<file path="src/rtl/instruction_writer_pkg.sv">
// Shared definitions for the instruction writer: word layout, field
// positions, FSM state encodings and the default address width.
package instruction_writer_pkg;

  localparam int WORD_W         = 12;
  localparam int DEFAULT_ADDR_W = 8;

  // Field bit positions inside a packed register-format word
  localparam int OPC_HI  = 11;
  localparam int OPC_LO  = 9;
  localparam int SRC1_HI = 8;
  localparam int SRC1_LO = 6;
  localparam int SRC2_HI = 5;
  localparam int SRC2_LO = 3;
  localparam int DEST_HI = 2;
  localparam int DEST_LO = 0;

  // FSM state encodings
  localparam logic [2:0] ST_IDLE  = 3'd0;
  localparam logic [2:0] ST_ARMED = 3'd1;
  localparam logic [2:0] ST_WRITE = 3'd2;
  localparam logic [2:0] ST_FULL  = 3'd3;
  localparam logic [2:0] ST_DONE  = 3'd4;

endpackage

</file>
<file path="src/rtl/instruction_packer.sv">
// Combinational field packer: builds one instruction word either from the
// register-format fields or from the raw word, laid out so the instruction
// splitter recovers every field unchanged.
module instruction_packer
  import instruction_writer_pkg::*;
(
  input  logic              inMode,
  input  logic [2:0]        inOpcode,
  input  logic [2:0]        inSrc1,
  input  logic [2:0]        inSrc2,
  input  logic [2:0]        inDest,
  input  logic [WORD_W-1:0] inRaw,
  output logic [WORD_W-1:0] word
);

  // Select raw word or place each register field at its fixed position
  always_comb begin
    word = '0;
    if (inMode) begin
      word = inRaw;
    end else begin
      word[OPC_HI:OPC_LO]   = inOpcode;
      word[SRC1_HI:SRC1_LO] = inSrc1;
      word[SRC2_HI:SRC2_LO] = inSrc2;
      word[DEST_HI:DEST_LO] = inDest;
    end
  end

endmodule

</file>
<file path="src/rtl/instruction_writer.sv">
// Instruction writer: accepts instruction fields over a valid/ready
// handshake, packs them and writes them sequentially into an instruction
// memory, one word every two cycles at most, tracking the program length.
module instruction_writer
  import instruction_writer_pkg::*;
#(
  parameter int ADDR_W = DEFAULT_ADDR_W
) (
  input  logic              clk,
  input  logic              rst_n,
  input  logic              start,
  input  logic              finish,
  input  logic              inValid,
  output logic              inReady,
  input  logic              inMode,
  input  logic [2:0]        inOpcode,
  input  logic [2:0]        inSrc1,
  input  logic [2:0]        inSrc2,
  input  logic [2:0]        inDest,
  input  logic [WORD_W-1:0] inRaw,
  output logic              memWe,
  output logic [ADDR_W-1:0] memAddr,
  output logic [WORD_W-1:0] memData,
  output logic [ADDR_W:0]   wordCount,
  output logic              busy,
  output logic              full,
  output logic              done
);

  // Word count value meaning "every memory location used" (DEPTH)
  localparam logic [ADDR_W:0] FULL_COUNT = {1'b1, {ADDR_W{1'b0}}};

  logic [2:0]        state;
  logic [2:0]        stateNext;
  logic [WORD_W-1:0] packedWord;
  logic              transfer;
  logic              restart;
  logic [ADDR_W:0]   countNext;

  // Count increment that sticks at DEPTH instead of wrapping
  function automatic logic [ADDR_W:0] satInc(input logic [ADDR_W:0] c);
    if (c == FULL_COUNT) return c;
    return c + 1'b1;
  endfunction

  instruction_packer uPacker (
    .inMode   (inMode),
    .inOpcode (inOpcode),
    .inSrc1   (inSrc1),
    .inSrc2   (inSrc2),
    .inDest   (inDest),
    .inRaw    (inRaw),
    .word     (packedWord)
  );

  // Outputs are pure decodes of the state register, so reset clears them
  assign inReady = (state == ST_ARMED);
  assign memWe   = (state == ST_WRITE);
  assign busy    = (state == ST_ARMED) || (state == ST_WRITE) || (state == ST_FULL);
  assign full    = (state == ST_FULL);
  assign done    = (state == ST_DONE);

  assign transfer  = inValid && (state == ST_ARMED);
  assign restart   = start && ((state == ST_IDLE) || (state == ST_FULL) || (state == ST_DONE));
  assign countNext = satInc(wordCount);

  // Next-state selection; a transfer beats finish, start beats finish
  always_comb begin
    stateNext = state;
    case (state)
      ST_IDLE:  if (start) stateNext = ST_ARMED;
      ST_ARMED: begin
        if (inValid)     stateNext = ST_WRITE;
        else if (finish) stateNext = ST_DONE;
      end
      ST_WRITE: stateNext = (countNext == FULL_COUNT) ? ST_FULL : ST_ARMED;
      ST_FULL: begin
        if (start)       stateNext = ST_ARMED;
        else if (finish) stateNext = ST_DONE;
      end
      ST_DONE:  stateNext = start ? ST_ARMED : ST_IDLE;
      default:  stateNext = ST_IDLE;
    endcase
  end

  // State register
  always_ff @(posedge clk) begin
    if (!rst_n) state <= ST_IDLE;
    else        state <= stateNext;
  end

  // Address and program length advance when a write cycle completes
  always_ff @(posedge clk) begin
    if (!rst_n) begin
      memAddr   <= '0;
      wordCount <= '0;
    end else if (restart) begin
      memAddr   <= '0;
      wordCount <= '0;
    end else if (state == ST_WRITE) begin
      memAddr   <= memAddr + 1'b1;
      wordCount <= countNext;
    end
  end

  // Capture the packed word on each accepted transfer; held through WRITE
  always_ff @(posedge clk) begin
    if (!rst_n)        memData <= '0;
    else if (transfer) memData <= packedWord;
  end

endmodule

</file>
<file path="config.mk">
export PLATFORM = sky130hd
export DESIGN_NAME = instruction_writer
export DESIGN_NICKNAME = d
export VERILOG_FILES = /design/src/rtl/instruction_writer_pkg.sv /design/src/rtl/instruction_packer.sv /design/src/rtl/instruction_writer.sv
export SDC_FILE = /design/constraint.sdc
export NUM_CORES = 1
export LEC_CHECK = 0
export BUFFER_PORTS_ARGS = -buffer_cell sky130_fd_sc_hd__clkbuf_2
export CAP_MARGIN = 20
export CORE_ASPECT_RATIO = 0.7
export CORE_UTILIZATION = 45
export CTS_CLUSTER_DIAMETER = 40
export DETAILED_ROUTE_END_ITERATION = 8
export GPL_TIMING_DRIVEN = 0
export PLACE_DENSITY_LB_ADDON = 0.12
export SLEW_MARGIN = 20
export SYNTH_ARGS = -nofsm -noshare
export SYNTH_HDL_FRONTEND = slang
export SYNTH_HIERARCHICAL = 1
export SYNTH_SLANG_ARGS = --single-unit
</file>
<file path="constraint.sdc">
create_clock -name clk -period 2 [get_ports clk]
set_clock_uncertainty 0.2 [all_clocks]
set_input_delay 0.2 -clock clk [delete_from_list [all_inputs] [get_ports clk]]
set_output_delay 0.2 -clock clk [all_outputs]
set_load 0.1 [all_outputs]
</file>
==> results of run 1 <==
[synthesized netlist by cell type, drive strengths merged, types with 2 or more instances]
library cell,instances,area share (%)
and3,4,1.4
and2,2,0.71
o21ai,2,0.56
nand3,7,2.7
nand4,7,2.5
nor2b,4,1.4
inv,3,0.64
dfxtp,32,36
a21boi,12,5.1
a21oi,3,0.85
nor2,21,4.5
buf,10,4.2
xnor2,5,2.5
ha,3,2.1
mux2,12,9.8
clkbuf,2,0.42
xor2,11,5.4
nand2,35,7.4
mux2i,3,1.7
nor3,4,1.1
[final timing paths]
kind	cells after the start	from	slack, ns	end
worst max-delay path	4	state[0]	0.08	memWe
worst min-delay path	4	start	0.07	state[2]
worst max register to register	6	wordCount[0]	0.27	state[1]
worst min register to register	2	memData[2]	0.25	memData[2]
[sequential cells by signal, summed over array words and instances, names as in the netlist]
signal / count
memAddr: 8
memData: 12
state: 3
wordCount: 9
[placed cells by master, fill, tap and decap left out, types with 2 or more instances in the layout]
cell / n
nand4_1: 7
buf_2: 7
dfxtp_4: 3
nor2b_1: 2
nor2b_2: 2
mux2_4: 10
clkbuf_8: 5
dfxtp_1: 18
clkbuf_2: 61
inv_1: 3
nand3_1: 6
nor3_1: 3
mux2i_1: 3
and3_1: 4
xor2_1: 11
clkbuf_1: 3
a21oi_1: 3
and2_1: 2
nor2_1: 20
mux2_2: 2
ha_1: 3
nand2_1: 35
dfxtp_2: 11
a21boi_0: 6
a21boi_1: 6
xnor2_1: 5
[area by class of cell]
type                       instances  area share [%]
clock buffer                       6           3.132
multi-input combinational        151           44.98
sequential                        32           28.73
buffer                            12           3.510
clock inverter                     2           1.512
inverter                           4          0.8639
timing repair buffer              64           14.58
tap                               50           2.700
[cells by family after synthesis]
logic type / synth area share (%)
buffers and inverters: 5.725
AND/OR/NAND/NOR: 25.09
XOR/XNOR: 7.915
AO/OA/AOI/OAI: 11.52
multiplexers: 11.45
adder cells (fa/ha/maj): 2.120
flip-flops: 36.18
[routing by layer]
metal / wire (um) / share of wire (%) / global-route usage (%) / up-vias
met5: 0 / 0 / 0 / -
met4: 45 / 1.2 / 7.547 / 0
met3: 196 / 5.2 / 5.333 / 7
met2: 1489 / 40 / 29.02 / 45
met1: 2023 / 54 / 27.46 / 705
li1: - / - / - / 825
[worst min-delay path, cell delays in order]
cell and delay, ns:
clkbuf_2 0.13, nand2_1 0.06, nand4_1 0.08, nor2_1 0.04
[where the power goes]
group / switching (mW) / internal (mW)
Combinational: 0.190 / 0.0931
Sequential: 0.0107 / 0.647
Clock: 0.232 / 0.369
Total: 0.433 / 1.11
[timing repair]
item,CTS,global route
endpoints found under the hold margin,1,0
hold buffers,1,0
setup endpoints to repair,2,2
pin swaps,0,0
resized for setup,3,2
[per-stage QoR]
stage               utilization, %  hold WS [ns]  total power, mW  instances
floorplan                        -        0.1285           0.8864        199
global placement             59.88        0.2431           0.9501        312
detailed placement           59.88        0.2448           0.9518        312
CTS                          63.41       0.06444            1.559        321
global route                 63.51       0.08509            1.613        321
finish                       63.51       0.07451            1.543        321
==> impl_table.tex, run 1 <==
\begin{tabular}{lr}
\hline
Metric & Value \\
\hline
\multicolumn{2}{l}{\textbf{Logic synthesis}} \\
\quad Synth Cell Area & approximately 1800 sq um \\
\quad Count of synthesis-stage warnings from yosys & 6 \\
\quad Unique masters post-synth & between 40 and 50 \\
\quad Async S/R FF share, synth & 0\% \\
\quad Mapped Cells & $\sim$200 \\
\quad Number of flops mapped to enable cells by yosys & 0 \\
\quad Number of synthesized register bits & 32 \\
\quad Post-synthesis area per instance & $\sim$8.9 sq um \\
\quad Primary flip-flop cell chosen by synthesis mapping & dfxtp\_1 \\
\quad Net count after synthesis & 232 \\
\quad Portion of the post-synthesis area used by sequential elements & a little over a third \\
\multicolumn{2}{l}{\textbf{Min path}} \\
\quad Path class of the lowest-slack min-delay path & in2reg \\
\multicolumn{2}{l}{\textbf{Run status}} \\
\quad Outcome & completed \\
\multicolumn{2}{l}{\textbf{GRT}} \\
\quad Largest net degree at the start of global routing & 11 \\
\quad First-pass GRT wire length & between 6000 and 7000 um \\
\quad Initial antenna violation count & 0 \\
\quad Vias in the first global route & $\sim$1400 \\
\quad Global-route congestion overflow total & 0 \\
\quad Total global routing track utilization & $\sim$20\% \\
\multicolumn{2}{l}{\textbf{Routing}} \\
\quad Average wire per standard cell & about 12 um \\
\quad Iteration-0 DRC Markers & 66 \\
\quad Routed wire length & between 3000 and 4000 um \\
\quad Vias after detailed routing & about 1600 \\
\quad Antenna violation net count after detailed routing & 0 \\
\quad DRC violations left & 0 \\
\quad Pre-Repair DR Iteration Count & 4 \\
\quad Number of vias per cell & just under 5 \\
\multicolumn{2}{l}{\textbf{Setup path}} \\
\quad Biggest fanout along the worst timing path & 10 \\
\quad Buffers plus inverters on the worst setup path & 3 \\
\quad Stage delay of the slowest cell on the critical path & roughly 0.47 ns \\
\quad Worst Setup Start Kind & flip-flop \\
\quad Crit path capture type & output port \\
\quad Crit path required time & between 1.5 and 2 ns \\
\quad Ordered list of cells on the worst path & or3b\_4 > clkinv\_4 > buf\_12 > buf\_8 \\
\quad Critical path type & reg2out \\
\quad Slowest cell on crit path & or3b\_4 \\
\quad Kind of cell adding the most delay to the critical path & simple AND/OR/NAND/NOR gates \\
\quad Critical Path AT & around 1.5 ns \\
\multicolumn{2}{l}{\textbf{Timing}} \\
\quad Unrepaired setup endpoints after global routing & false \\
\quad Min Clock Period, post-route & 1.919 ns \\
\quad Peak Freq & about 520 MHz \\
\quad Total of endpoints with negative setup slack in the final report & 0 \\
\quad Max\_slew headroom & between 60 and 70\% \\
\quad Fraction of the cycle the final worst path needs & a little over nine tenths \\
\quad Number of pins with negative max-slew slack in the final report & 0 \\
\quad Slew at the pin closest to its max-slew limit & around 0.55 ns \\
\quad Hold violation total from the final report & 0 \\
\quad Setup tns final & 0 ns \\
\quad Final worst setup slack & about 0.081 ns \\
\multicolumn{2}{l}{\textbf{Clock tree}} \\
\quad Setup Buffers After CTS & 0 \\
\quad Level count of the clock H-tree & 2 \\
\quad TritonCTS clock tree & built \\
\quad Number of sinks driven by the clock tree & 32 \\
\quad Clock transition at the register clock pins on the worst setup and hold paths after CTS & approximately 0.070 ns \\
\quad Number of buffers created by CTS & 5 \\
\quad Clock latency of the later-clocked register in the worst-skew pair & about 0.28 ns \\
\quad Clock tree root driver cell & clkbuf\_8 \\
\quad Max Buffers Root-to-Sink & 2 \\
\multicolumn{2}{l}{\textbf{Place}} \\
\quad Placed instance area & 2185 sq um \\
\quad Routability Congestion & around 0.88 \\
\quad DP Worst Slack & about 0.12 ns \\
\quad Port Buffer Count & 63 \\
\quad Placed wire-length estimate after detailed placement & between 2000 and 3000 um \\
\multicolumn{2}{l}{\textbf{Final layout}} \\
\quad Register cell area after layout & around 670 sq um \\
\quad Layout cells sized above 1 & between 40\% and 50\% \\
\quad Area grow syn2layout & 30.88\% \\
\quad Number of filler instances in the final layout & 326 \\
\quad Inserted Diodes & 0 \\
\quad Final standard cell area without fillers & 2317 sq um \\
\quad Area occupied by multi-input gates & around 1000 sq um \\
\quad Final net count & just over 300 \\
\multicolumn{2}{l}{\textbf{Floorplan}} \\
\quad Number of placement rows & 18 \\
\quad Area of the die & between 4000 and 5000 sq um \\
\quad Ports placed on the boundary & between 60 and 70 \\
\quad Starting density of the core & between 40 and 50\% \\
\quad Die width & around 77 um \\
\quad Placeable core region & approximately 3600 sq um \\
\quad Chip height & $\sim$54 um \\
\multicolumn{2}{l}{\textbf{Job}} \\
\quad Max-Cap Viols & 0 \\
\multicolumn{2}{l}{\textbf{Power}} \\
\quad Pwr per Cell Area & between 600 and 700 nW/um\^{}2 \\
\quad Largest voltage drop on the vdd net & roughly 400 uV \\
\quad Leakage power summed over all cells & between 1 and 1.5 nW \\
\hline
\end{tabular}
No activity file was read; power rests on OpenSTA's default activity.
==> inputs of run 2 (changes only) <==
--- a/config.mk
+++ b/config.mk
@@ -9,6 +9,7 @@
 export CAP_MARGIN = 20
 export CORE_ASPECT_RATIO = 0.7
 export CORE_UTILIZATION = 45
+export CTS_BUF_LIST = sky130_fd_sc_hd__clkbuf_2
 export CTS_CLUSTER_DIAMETER = 40
 export DETAILED_ROUTE_END_ITERATION = 8
 export GPL_TIMING_DRIVEN = 0
==> run 2 against run 1 <==
  * Setup slack improved by 0.022 ns
  * Final cell count rose by 1.2%
  * Sequential power barely moved
  * Final area fell by 0.16%
  * Die area did not move
  * Critical path type unchanged
  * Largest cell class unchanged
  * Largest power group unchanged
==> impl_table.tex, run 2 (same netlist as run 1, synthesis figures left out) <==
\begin{tabular}{lr}
\hline
Metric & Value \\
\hline
\multicolumn{2}{l}{\textbf{Final layout}} \\
\quad Commonest non-fill, non-tap cells in the layout & clkbuf\_2, nand2\_1, nor2\_1 \\
\quad Most common cell after layout, fill and taps aside & clkbuf\_2 \\
\quad Area grow syn2layout & 30.67\% \\
\quad Layout cells sized above 1 & 44.36\% (+1.2 points) \\
\quad Inserted Diodes & 0 (unchanged) \\
\quad Final standard cell area without fillers & 2313 sq um (-0.16\%) \\
\quad Largest regs & memData: 12 flops, wordCount: 9 flops, memAddr: 8 flops \\
\quad Number of flip-flops in the largest register & 12 (unchanged) \\
\quad Final net count & 307 (+1.3\%) \\
\quad Largest register by flop count & memData \\
\multicolumn{2}{l}{\textbf{Min path}} \\
\quad Hold\_sp & inRaw[2] \\
\quad Worst Hold Depth & 4 (unchanged) \\
\quad Worst Hold End & memData[2] \\
\quad Path class of the lowest-slack min-delay path & in2reg \\
\multicolumn{2}{l}{\textbf{Run status}} \\
\quad Outcome & completed \\
\multicolumn{2}{l}{\textbf{GRT}} \\
\quad Initial antenna violation count & 0 (unchanged) \\
\quad Largest net degree at the start of global routing & 11 (unchanged) \\
\quad First-pass GRT wire length & 6210 um (-0.54\%) \\
\quad Vias in the first global route & 1352 (-0.15\%) \\
\quad Total global routing track utilization & 19.26\% (-0.41 points) \\
\quad Global-route congestion overflow total & 0 (unchanged) \\
\multicolumn{2}{l}{\textbf{Job}} \\
\quad Max-Cap Viols & 0 (unchanged) \\
\multicolumn{2}{l}{\textbf{Timing}} \\
\quad Peak Freq & 527.0 MHz (+1.1\%) \\
\quad Total of endpoints with negative setup slack in the final report & 0 (unchanged) \\
\quad Number of pins with negative max-slew slack in the final report & 0 (unchanged) \\
\quad Final worst setup slack & 0.1023 ns (+0.02165 ns) \\
\quad Setup tns final & 0 ns (unchanged) \\
\quad Fraction of the cycle the final worst path needs & 94.88\% (-1.1 points) \\
\quad Slew at the pin closest to its max-slew limit & 0.5532 ns (+0.00006539 ns) \\
\quad Min Clock Period, post-route & 1.898 ns (-0.02165 ns) \\
\quad Hold violation total from the final report & 0 (unchanged) \\
\quad Max\_slew headroom & 63.28\% (about the same) \\
\quad Unrepaired setup endpoints after global routing & false \\
\multicolumn{2}{l}{\textbf{Setup path}} \\
\quad Critical Path AT & 1.50 ns (-0.02 ns) \\
\quad Worst Setup Start Kind & flip-flop \\
\quad Crit path required time & 1.60 ns (about the same) \\
\quad FF-to-FF path depth & 5 (-1) \\
\quad Stage delay of the slowest cell on the critical path & 0.47 ns (about the same) \\
\quad Register-to-register setup slack & 0.20 ns (-0.07 ns) \\
\quad Critical path type & reg2out \\
\quad Slowest cell on crit path & clkbuf\_2 \\
\quad Biggest fanout along the worst timing path & 6 (-4) \\
\quad FF-to-FF Start & state[2] \\
\quad Crit path capture type & output port \\
\quad Ordered list of cells on the worst path & buf\_4 > nor3\_2 > clkbuf\_2 \\
\quad End of the worst register-to-register path & wordCount[1] \\
\multicolumn{2}{l}{\textbf{Clock tree}} \\
\quad Number of sinks driven by the clock tree & 32 (unchanged) \\
\quad Max Buffers Root-to-Sink & 2 (unchanged) \\
\quad Clock tree root driver cell & clkbuf\_2 \\
\quad Number of buffers created by CTS & 5 (unchanged) \\
\quad TritonCTS clock tree & built \\
\quad Clock latency of the later-clocked register in the worst-skew pair & 0.34 ns (+0.06 ns) \\
\quad Clock transition at the register clock pins on the worst setup and hold paths after CTS & 0.16 ns (+0.09 ns) \\
\quad Level count of the clock H-tree & 2 (unchanged) \\
\multicolumn{2}{l}{\textbf{Power}} \\
\quad Largest voltage drop on the vdd net & 411.9 uV (+2.8\%) \\
\quad Leakage power summed over all cells & 1.051 nW (+0.85\%) \\
\quad Pwr per Cell Area & 592.6 nW/um\^{}2 (-11\%) \\
\multicolumn{2}{l}{\textbf{Place}} \\
\quad Placed wire-length estimate after detailed placement & 2879 um (unchanged) \\
\quad DP Worst Slack & 0.1250 ns (unchanged) \\
\quad Placed instance area & 2185 sq um (unchanged) \\
\quad Port Buffer Count & 63 (unchanged) \\
\quad Routability Congestion & 0.8774 (unchanged) \\
\multicolumn{2}{l}{\textbf{Floorplan}} \\
\quad Placeable core region & 3649 sq um (unchanged) \\
\quad Ports placed on the boundary & 64 (unchanged) \\
\quad Die width & 76.97 um (unchanged) \\
\quad Starting density of the core & 48.53\% (unchanged) \\
\quad Area of the die & 4193 sq um (unchanged) \\
\quad Number of placement rows & 18 (unchanged) \\
\quad Chip height & 54.48 um (unchanged) \\
\multicolumn{2}{l}{\textbf{Routing}} \\
\quad Vias after detailed routing & 1596 (+0.88\%) \\
\quad Antenna violation net count after detailed routing & 0 (unchanged) \\
\quad Average wire per standard cell & 11.67 um (-0.23\%) \\
\quad Pre-Repair DR Iteration Count & 4 (unchanged) \\
\quad Number of vias per cell & 4.911 (-0.36\%) \\
\quad Iteration-0 DRC Markers & 77 (+17\%) \\
\quad DRC violations left & 0 (unchanged) \\
\quad Routed wire length & 3793 um (+1.0\%) \\
\hline
\end{tabular}
## run 2: cell count changes in the layout (fill, tap and decap cells not counted), moves of 2 or more
cell,previous run,this run
buf_4,1,5
clkbuf_1,3,1
clkbuf_2,61,67
clkbuf_8,5,0
dfxtp_1,18,16
dfxtp_4,3,5
dlygate4sd3_1,1,3
## run 2: final cells by class
cell class / count / area (sq um)
Buffer: 11 / 62.56
Clock buffer: 6 / 30.03
Timing Repair Buffer: 69 / 390.4
Tap cell: 50 / 62.56
Inverter: 4 / 20.02
Fill cell: 333 / 1335
Multi-Input combinational cell: 151 / 1040
Clock inverter: 2 / 35.03
Sequential cell: 32 / 673.1
## run 2: worst max-delay path by stage
stage                     startpoint  endpoint  slack (ns)  depth (start not counted)
after global routing        state[1]      full       0.006                          3
after global placement      state[0]     memWe        0.13                          4
after CTS                   state[0]     memWe       0.006                          4
final                       state[0]      done        0.10                          3
after detailed placement    state[0]     memWe        0.12                          4
after floorplan             state[1]      done       -0.05                          2
## run 2: metal layers
metal | global-route usage [%] | vias to the layer above | part of all wire, %
met5 | 0 | - | 0
met4 | 2.830 | 0 | 0.32
met3 | 5.333 | 2 | 5.5
met2 | 29.76 | 45 | 40
met1 | 27.36 | 712 | 54
li1 | - | 837 | -
## run 2: worst max-delay path: cells and delay by family, from the launching register on
kind / cells / cell delay (ns)
buffers and inverters: 2 / 0.61
and+or+nand+nor: 1 / 0.16
DFF: 1 / 0.39
## run 2: where the power goes
group	switching, mW	internal, mW	leakage (nW)
Sequential	0.00963	0.647	0.268
Clock	0.209	0.216	0.0430
Combinational	0.193	0.0971	0.740
## run 2: repair_timing
item | 4_1_cts | 5_1_grt
resized for setup | 5 | 7
endpoints found under the setup margin | 2 | 5
hold endpoints to repair | 7 | 0
setup buffers | 0 | 3
pin swaps | 0 | 1
hold buffers | 3 | 0
## run 2: metrics by stage
step	total power, mW	utilization, %	hold WS, ns	cells
floorplan	0.8864	-	0.1285	199
global route	1.442	63.41	0.007224	325
global placement	0.9501	59.88	0.2431	312
detailed placement	0.9518	59.88	0.2448	312
finish	1.371	63.41	0.03488	325
CTS	1.388	63.13	0.01769	323
